$ cat config.mk
export PLATFORM = sky130hd
export DESIGN_NAME = envelope_attenuator
export DESIGN_NICKNAME = d
export VERILOG_FILES = /design/src/rtl/synth_audio_pkg.sv /design/src/rtl/zero_cross_detector.sv /design/src/rtl/envelope_attenuator.sv
export SDC_FILE = /design/constraint.sdc
export NUM_CORES = 1
export LEC_CHECK = 0
export ABC_AREA = 1
export BUFFER_PORTS_ARGS = -buffer_cell sky130_fd_sc_hd__buf_4
export CAP_MARGIN = 10
export CORE_MARGIN = 1
export CORE_UTILIZATION = 55
export CTS_BUF_LIST = sky130_fd_sc_hd__clkbuf_16
export CTS_CLUSTER_DIAMETER = 150
export CTS_CLUSTER_SIZE = 12
export DETAILED_ROUTE_END_ITERATION = 16
export GPL_TIMING_DRIVEN = 0
export PLACE_DENSITY = 0.92
export SKIP_CTS_REPAIR_TIMING = 1
export SLEW_MARGIN = 20
export SYNTH_ARGS = -nofsm -noshare
export SYNTH_HDL_FRONTEND = slang
export SYNTH_SLANG_ARGS = --single-unit
$ cat constraint.sdc
create_clock -name clock -period 4.3 [get_ports clock]
set_input_delay 0.215 -clock clock [delete_from_list [all_inputs] [get_ports clock]]
set_output_delay 0.215 -clock clock [all_outputs]
set_load 0.05 [all_outputs]
$ cat src/rtl/synth_audio_pkg.sv
// Shared types and constants for the audio attenuator slice.
// Holds the default sample width, the shift width and the FSM state enum.
package synth_audio_pkg;

  localparam int DEFAULT_SAMPLE_W = 16;
  localparam int SHIFT_W          = 4;

  typedef enum logic {
    STEADY,
    PENDING
  } atten_state_t;

endpackage

$ cat src/rtl/zero_cross_detector.sv
// Flags a zero crossing on accepted samples: the sample is zero, or its
// sign differs from the previous accepted one. Ports: clock, reset, accept,
// sample in; crossing out (qualified by accept). Previous sign resets to 0.
module zero_cross_detector
  import synth_audio_pkg::*;
#(
  parameter int SAMPLE_W = DEFAULT_SAMPLE_W
) (
  input  logic                clock,
  input  logic                reset,
  input  logic                accept,
  input  logic [SAMPLE_W-1:0] sample,
  output logic                crossing
);

  logic prev_neg;
  logic cur_neg;
  logic is_zero;

  assign cur_neg  = sample[SAMPLE_W-1];
  assign is_zero  = (sample == '0);
  assign crossing = accept && (is_zero || (cur_neg != prev_neg));

  always_ff @(posedge clock) begin
    if (reset) begin
      prev_neg <= 1'b0;
    end else if (accept) begin
      prev_neg <= cur_neg;
    end
  end

endmodule

$ cat src/rtl/envelope_attenuator.sv
// Streaming attenuator: out = in >>> shift, shift changes deferred to a zero
// crossing or ZC_TIMEOUT accepted samples. Ports: clock, reset (sync, high),
// shift_amount, in_valid/in_ready/in_sample, out_valid/out_ready/out_sample,
// active_shift, shift_pending. Macro ENV_ATTEN_MUTE_EN: shift 15 gives 0.
module envelope_attenuator
  import synth_audio_pkg::*;
#(
  parameter int SAMPLE_W   = DEFAULT_SAMPLE_W,
  parameter int ZC_TIMEOUT = 64
) (
  input  logic                       clock,
  input  logic                       reset,
  input  logic [SHIFT_W-1:0]         shift_amount,
  input  logic                       in_valid,
  input  logic signed [SAMPLE_W-1:0] in_sample,
  output logic                       in_ready,
  output logic                       out_valid,
  output logic signed [SAMPLE_W-1:0] out_sample,
  input  logic                       out_ready,
  output logic [SHIFT_W-1:0]         active_shift,
  output logic                       shift_pending
);

  localparam int CNT_W =
    (ZC_TIMEOUT > 2) ? $clog2(ZC_TIMEOUT) : 1;
  localparam logic [CNT_W-1:0] CNT_LAST =
    CNT_W'(ZC_TIMEOUT - 1);

  atten_state_t               state;
  logic [CNT_W-1:0]           zc_cnt;
  logic                       accept;
  logic                       crossing;
  logic                       differs;
  logic                       commit;
  logic [SHIFT_W-1:0]         shift_used;
  logic signed [SAMPLE_W-1:0] shifted;

  assign in_ready      = !out_valid || out_ready;
  assign accept        = in_valid && in_ready;
  assign differs       = (shift_amount != active_shift);
  assign shift_pending = (state == PENDING);

  // The committing sample already uses the new shift.
  assign commit = (state == PENDING) && accept &&
                  (crossing || (zc_cnt == CNT_LAST));
  assign shift_used = commit ? shift_amount : active_shift;

  always_comb begin
    shifted = in_sample >>> shift_used;
`ifdef ENV_ATTEN_MUTE_EN
    // Full mute: avoid the -1 residue of negative samples.
    if (&shift_used) begin
      shifted = '0;
    end
`endif
  end

  zero_cross_detector #(
    .SAMPLE_W (SAMPLE_W)
  ) u_zcd (
    .clock    (clock),
    .reset    (reset),
    .accept   (accept),
    .sample   (in_sample),
    .crossing (crossing)
  );

  always_ff @(posedge clock) begin
    if (reset) begin
      state        <= STEADY;
      active_shift <= '0;
      zc_cnt       <= '0;
    end else begin
      unique case (state)
        STEADY: begin
          if (differs) begin
            state  <= PENDING;
            zc_cnt <= '0;
          end
        end
        PENDING: begin
          if (commit) begin
            active_shift <= shift_amount;
            state        <= STEADY;
          end else if (!differs) begin
            state <= STEADY;
          end else if (accept) begin
            zc_cnt <= zc_cnt + 1'b1;
          end
        end
        default: state <= STEADY;
      endcase
    end
  end

  always_ff @(posedge clock) begin
    if (reset) begin
      out_valid  <= 1'b0;
      out_sample <= '0;
    end else if (accept) begin
      out_valid  <= 1'b1;
      out_sample <= shifted;
    end else if (out_ready) begin
      out_valid <= 1'b0;
    end
  end

endmodule

* Word-level counts from Yosys, hierarchy flattened
Index checks and enable logic that the tools add are counted.
** Storage, ports and cells
- Register bits after elaboration :: 29
- Input bits :: 24
- Output and inout bits :: 23
- Word-level logic and storage cells :: 38
** Operators by class
- Add/subtract/negate cells :: 1
- Equality and inequality tests :: 7
- Shifts and indexed selects :: 1
- Muxes and demuxes :: 11
- Bitwise gates (word level) :: 1
- Reduce and logical (&&, ||, !) cells :: 11
** Operators with widths (number)
- two-way mux 6 bit :: 4
- zero test 16 bit :: 1
- >>> shifter 16 x 4 -> 16 bit :: 1
- one-hot mux 6 bit (2 select lines) :: 1
- adder 6 x 1 -> 6 bit, second input constant :: 1
- equality test 6 bit, second input constant :: 1
- logical AND 1 bit :: 4
- two-way mux 1 bit :: 4
- two-way mux 4 bit :: 1
- inequality test 2 x 1 -> 1 bit, second input constant :: 2
- inequality test 2 bit, second input constant :: 2
- inequality test 4 bit :: 1
- AND reduction 4 bit :: 1
- logical OR 1 bit :: 3
- one-hot mux 1 bit (2 select lines) :: 1
- nonzero test 2 bit :: 1
- zero test 1 bit :: 1
- inequality test 1 bit :: 1
- NOT 1 bit :: 1

* Longest topological paths before layout
- Depth in word-level cells :: 8
- Depth in mapped cells :: 18

* Modules after synthesis
Synthesis repeated with hierarchy kept, for this count alone.
** Second synthesis, totals
- Cells, all modules :: 314
- Area, all modules :: 1965.6 um^2
** Modules (own cells, without submodules)
- envelope_attenuator :: instances 1, cells each 292, area each 1855.5 um^2, sequential area each 560.5 um^2
- zero_cross_detector :: instances 1, cells each 22, area each 110.1 um^2, sequential area each 20.0 um^2

* Worst setup path after synthesis
Ideal clock, no wire load.
- Path type :: reg-to-reg
- Start :: reg out_valid
- End :: reg out_sample[3]
- Library setup time :: 132 ps
- Data arrival time :: 2097 ps
- Path slack :: 2071 ps
- Cell stages (with the launch flop) :: 13
- Period minus slack after synthesis :: 2229 ps
- Path through :: dfxtp_1 -> nand2_2 -> nand2_2 -> nor2_4 -> nand2_8 -> nand2_1 -> nand2_2 -> buf_2 -> nand3_1 -> nand3_1 -> nand3_1 -> nand3_1 -> a21oi_1
** Between the ends
- Longest elaborated chain between the ends :: 8
- Elaborated cells between the ends (all ways) :: 9
** Ends and longest elaborated chain
- start: declaration :: RTL line envelope_attenuator.sv:17 : output logic out_valid,
- start signal: assignment :: RTL line envelope_attenuator.sv:98 : out_valid <= 1'b0;
- start signal: assignment :: RTL line envelope_attenuator.sv:101 : out_valid <= 1'b1;
- start signal: assignment :: RTL line envelope_attenuator.sv:104 : out_valid <= 1'b0;
- zero test 1 bit * :: RTL line envelope_attenuator.sv:38 : assign in_ready = !out_valid || out_ready;
- logical OR 1 bit * :: RTL line envelope_attenuator.sv:38
- named net in_ready :: RTL line envelope_attenuator.sv:16 : output logic in_ready,
- logical AND 1 bit * :: RTL line envelope_attenuator.sv:39 : assign accept = in_valid && in_ready;
- logical AND 1 bit :: RTL line zero_cross_detector.sv:22 : assign crossing = accept && (is_zero || (cur_neg != prev_neg));
- logical OR 1 bit :: RTL line envelope_attenuator.sv:45 : (crossing || (zc_cnt == CNT_LAST));
- logical AND 1 bit :: RTL line envelope_attenuator.sv:44 : assign commit = (state == PENDING) && accept &&
- two-way mux 4 bit
- >>> shifter 16 x 4 -> 16 bit :: RTL line envelope_attenuator.sv:49 : shifted = in_sample >>> shift_used;
- end signal: assignment :: RTL line envelope_attenuator.sv:102 : out_sample <= shifted;
- end: declaration :: RTL line envelope_attenuator.sv:18 : output logic signed [SAMPLE_W-1:0] out_sample,
The timed path passes the listed nets; every way through them passes the cells marked *.
A chain may end at the register's enable or synchronous reset.

* Final worst setup path
- Start :: reg zc_cnt[0]
- End :: reg out_sample[3]
** Between the ends
- Longest elaborated chain between the ends :: 5
** Ends and longest elaborated chain
- start: declaration :: RTL line envelope_attenuator.sv:30 : logic [CNT_W-1:0] zc_cnt;
- start signal: assignment :: RTL line envelope_attenuator.sv:88 : zc_cnt <= zc_cnt + 1'b1;
- equality test 6 bit :: RTL line envelope_attenuator.sv:45
- logical OR 1 bit :: RTL line envelope_attenuator.sv:45
- logical AND 1 bit :: RTL line envelope_attenuator.sv:44
- two-way mux 4 bit
- >>> shifter 16 x 4 -> 16 bit :: RTL line envelope_attenuator.sv:49
No other way between the ends.

==> impl_metrics.env <==
export IMPL_status="finished, final reports clean"
export IMPL_detail_route_first_pass_iterations=5
export IMPL_die_h_um=62.0
export IMPL_end_kind="register"
export IMPL_boundaryPins=47
export IMPL_swShare_pct=39.5
export IMPL_peakVddDrop_v=0.000264
export IMPL_p_leak_nw=1.26
export IMPL_port_buffers=45
export IMPL_p_sw_mw=0.347
export IMPL_p_per_area_nw_per_um2=358
export IMPL_clk_pin_slew_ns=0.06
export IMPL_period_share_pct=52.5
export IMPL_layout_common_cells="92 x nand2_1, 68 x nand3_1, 49 x buf_4, 29 x nor2_1, 28 x dfxtp_1"
export IMPL_hold_viol=0
export IMPL_final_common_cell="nand2_1"
export IMPL_grt_first_pass_wirelength_um=8080
export IMPL_clk_latency_ns=0.26
export IMPL_fp_dieW_um=62.0
export IMPL_cp_slowest_cell="dfxtp_1"
export IMPL_numCtsBuffers=3
export IMPL_antennaDiodeCount=0
export IMPL_synth_ff_latch_count=28
export IMPL_drive_above_1_share_pct=21.9
export IMPL_core_area_um2=3390
export IMPL_worstMarginPinSlew_ns=0.471
export IMPL_crit_path_cell_trace="ha_1, nand3_1, nor2_1, nor2_1, nand2_4, nand2_8, nand2_1, nand2_2, buf_2, nand3_1, nand3_1, nand3_1, nand3_1, a21oi_1"
export IMPL_max_freq_ghz=0.443
export IMPL_vias=2282
export IMPL_final_util_pct=72.4
export IMPL_cts_sink_count=28
export IMPL_min_path_type="in -> reg"
export IMPL_p_seq_share_pct=33.9
export IMPL_synth_distinct_cells=30
export IMPL_hpwl_um=3960
export IMPL_synth_area_per_cell_um2=6.25
export IMPL_cp_common_cell="nand3_1"
export IMPL_combinationalPowerShare_pct=42.8
export IMPL_drtIter0Drc=138
export IMPL_start_util_pct=58.5
export IMPL_cap_violations=0
export IMPL_syn_inst=317
export IMPL_gr_total_overflow=0
export IMPL_vias_per_cell=5.55
export IMPL_core_rowCount=21
export IMPL_drc_errors=0
export IMPL_rsz0062_at_grt="no"
export IMPL_crit_path_max_incr_delay_ns=0.34
export IMPL_syn2layout_area_growth_pct=23.7
export IMPL_syn_cell_area_um2=1980
export IMPL_clk_root_buffer_cell="clkbuf_16"
export IMPL_relSlewSlack_pct=68.6
export IMPL_setup_viol=0
export IMPL_setup_tns_ns=0
export IMPL_start_kind="register"
export IMPL_fin_nets=392
export IMPL_clock_power_share_pct=23.3
export IMPL_slew_viol_final=0
export IMPL_ant_nets=0
export IMPL_synthesis_nets=342
export IMPL_grt_pass1_vias=1945
export IMPL_gp_congestion=0.906
export IMPL_final_min_clock_period_ns=2.26
export IMPL_fin_worst_skew_ns=0.00273
export IMPL_grt_usage_pct=28.1
export IMPL_crit_type="reg -> reg"
export IMPL_grt_max_degree=15
export IMPL_yosysSeqAreaShare_pct=28.3
export IMPL_routed_wl_um=5230
export IMPL_antenna_found_initial=0
export IMPL_tritoncts="built"
export IMPL_critical_path_arrival_ns=2.38
export IMPL_crit_fanout=10
export IMPL_routedWlPerCell_um=12.7
export IMPL_clockBufferDepth=2
export IMPL_critical_path_required_ns=4.43
export IMPL_htree_num_levels=1
export IMPL_dieArea_um2=3850
export IMPL_intPower_mw=0.531
export IMPL_yosysWarnings=0
-- metal layers --
layer / GRT usage [%] / up-vias / share of wire (%)
met5: 0 / - / 0
met1: 35.5 / 1025 / 43
met2: 48.3 / 113 / 47
li1: - / 1132 / -
met3: 5.59 / 12 / 7.1
met4: 7.94 / 0 / 2.1
-- cells in the mapped netlist --
cell type  instances  area (µm²)
a211oi_1           3        22.5
a21oi_1           15        75.1
a21oi_2            1        8.76
and3_1             1        6.26
buf_2              3        15.0
buf_4              4        30.0
buf_6              1        11.3
buf_8              1        15.0
clkbuf_1           3        11.3
dfxtp_1           28         561
ha_1               1        12.5
inv_1             26        97.6
inv_2              1        3.75
nand2_1           92         345
nand2_2            9        56.3
nand2_4            4        45.0
nand2_8            1        20.0
nand3_1           68         340
nand3_2            2        20.0
nand4_1            1        6.26
nor2_1            29         109
nor2_2             1        6.26
nor2_4             1        11.3
nor3_1             2        10.0
o211ai_1           1        7.51
o21ai_0           10        50.1
o21ai_2            1        8.76
o21ai_4            2        32.5
xnor2_1            4        35.0
xor2_1             1        8.76
-- per-stage QoR --
stage                     area, µm²  total power, mW  setup WS (ns)  hold WS, ns  cells
after floorplan                1980            0.569           2.07        0.388    317
after global placement         2380            0.665           2.17        0.466    408
after detailed placement       2380            0.671           2.12        0.477    408
after CTS                      2450            0.875           2.09        0.245    411
after global routing           2450            0.925           1.90        0.283    411
final                          2450            0.878           2.04        0.243    411
-- logic make-up after synthesis --
kind of cell	synth area share, %
adder cells (fa/ha/maj)	0.631
AND/OR/NAND/NOR	49.2
AO/OA/AOI/OAI	10.4
flip-flops	28.3
XOR/XNOR	2.21
buffers and inverters	9.28
-- critical path, delay by kind of cell, from the launching register on --
family / cells / cell delay [ns]
compound gates: 1 / 0.07
fa+ha+maj: 1 / 0.23
simple gates: 11 / 1.24
flops: 1 / 0.34
buf+inv: 1 / 0.24
-- sequential cells by signal, indices dropped and copies added, names as in the netlist --
name           flops
active_shift       4
out_valid          1
out_sample        16
zc_cnt             6
shift_pending      1
-- worst paths after layout --
| kind | depth (start not counted) | slack [ns] | end | start |
|---|---|---|---|---|
| max | 14 | 2.04 | out_sample[3]$_SDFFE_PP0N_ | zc_cnt[0]$_SDFFE_PP0P_ |
| min | 4 | 0.24 | out_valid$_SDFFE_PP0P_ | out_ready |
| max reg2reg | 14 | 2.04 | out_sample[3]$_SDFFE_PP0N_ | zc_cnt[0]$_SDFFE_PP0P_ |
| min reg2reg | 2 | 0.49 | out_sample[3]$_SDFFE_PP0N_ | out_sample[3]$_SDFFE_PP0N_ |
-- power by group through the flow --
stage          combinational [mW]  sequential [mW]  clock, mW
4_1_cts                     0.371            0.297      0.207
6_report                    0.376            0.297      0.204
2_1_floorplan               0.197            0.372          0
3_5_place_dp                0.368            0.302          0
3_3_place_gp                0.363            0.302          0
5_1_grt                     0.410            0.300      0.215
-- cell type report --
type	count	area, µm²
flip-flops and latches	28	561
plain buffers	12	82.6
fillers	278	937
inverters	27	101
multi-input cells	250	1240
well taps	46	57.6
repair buffers	45	338
clock buffers	3	75.1
Power figures use the tool's default switching activity.
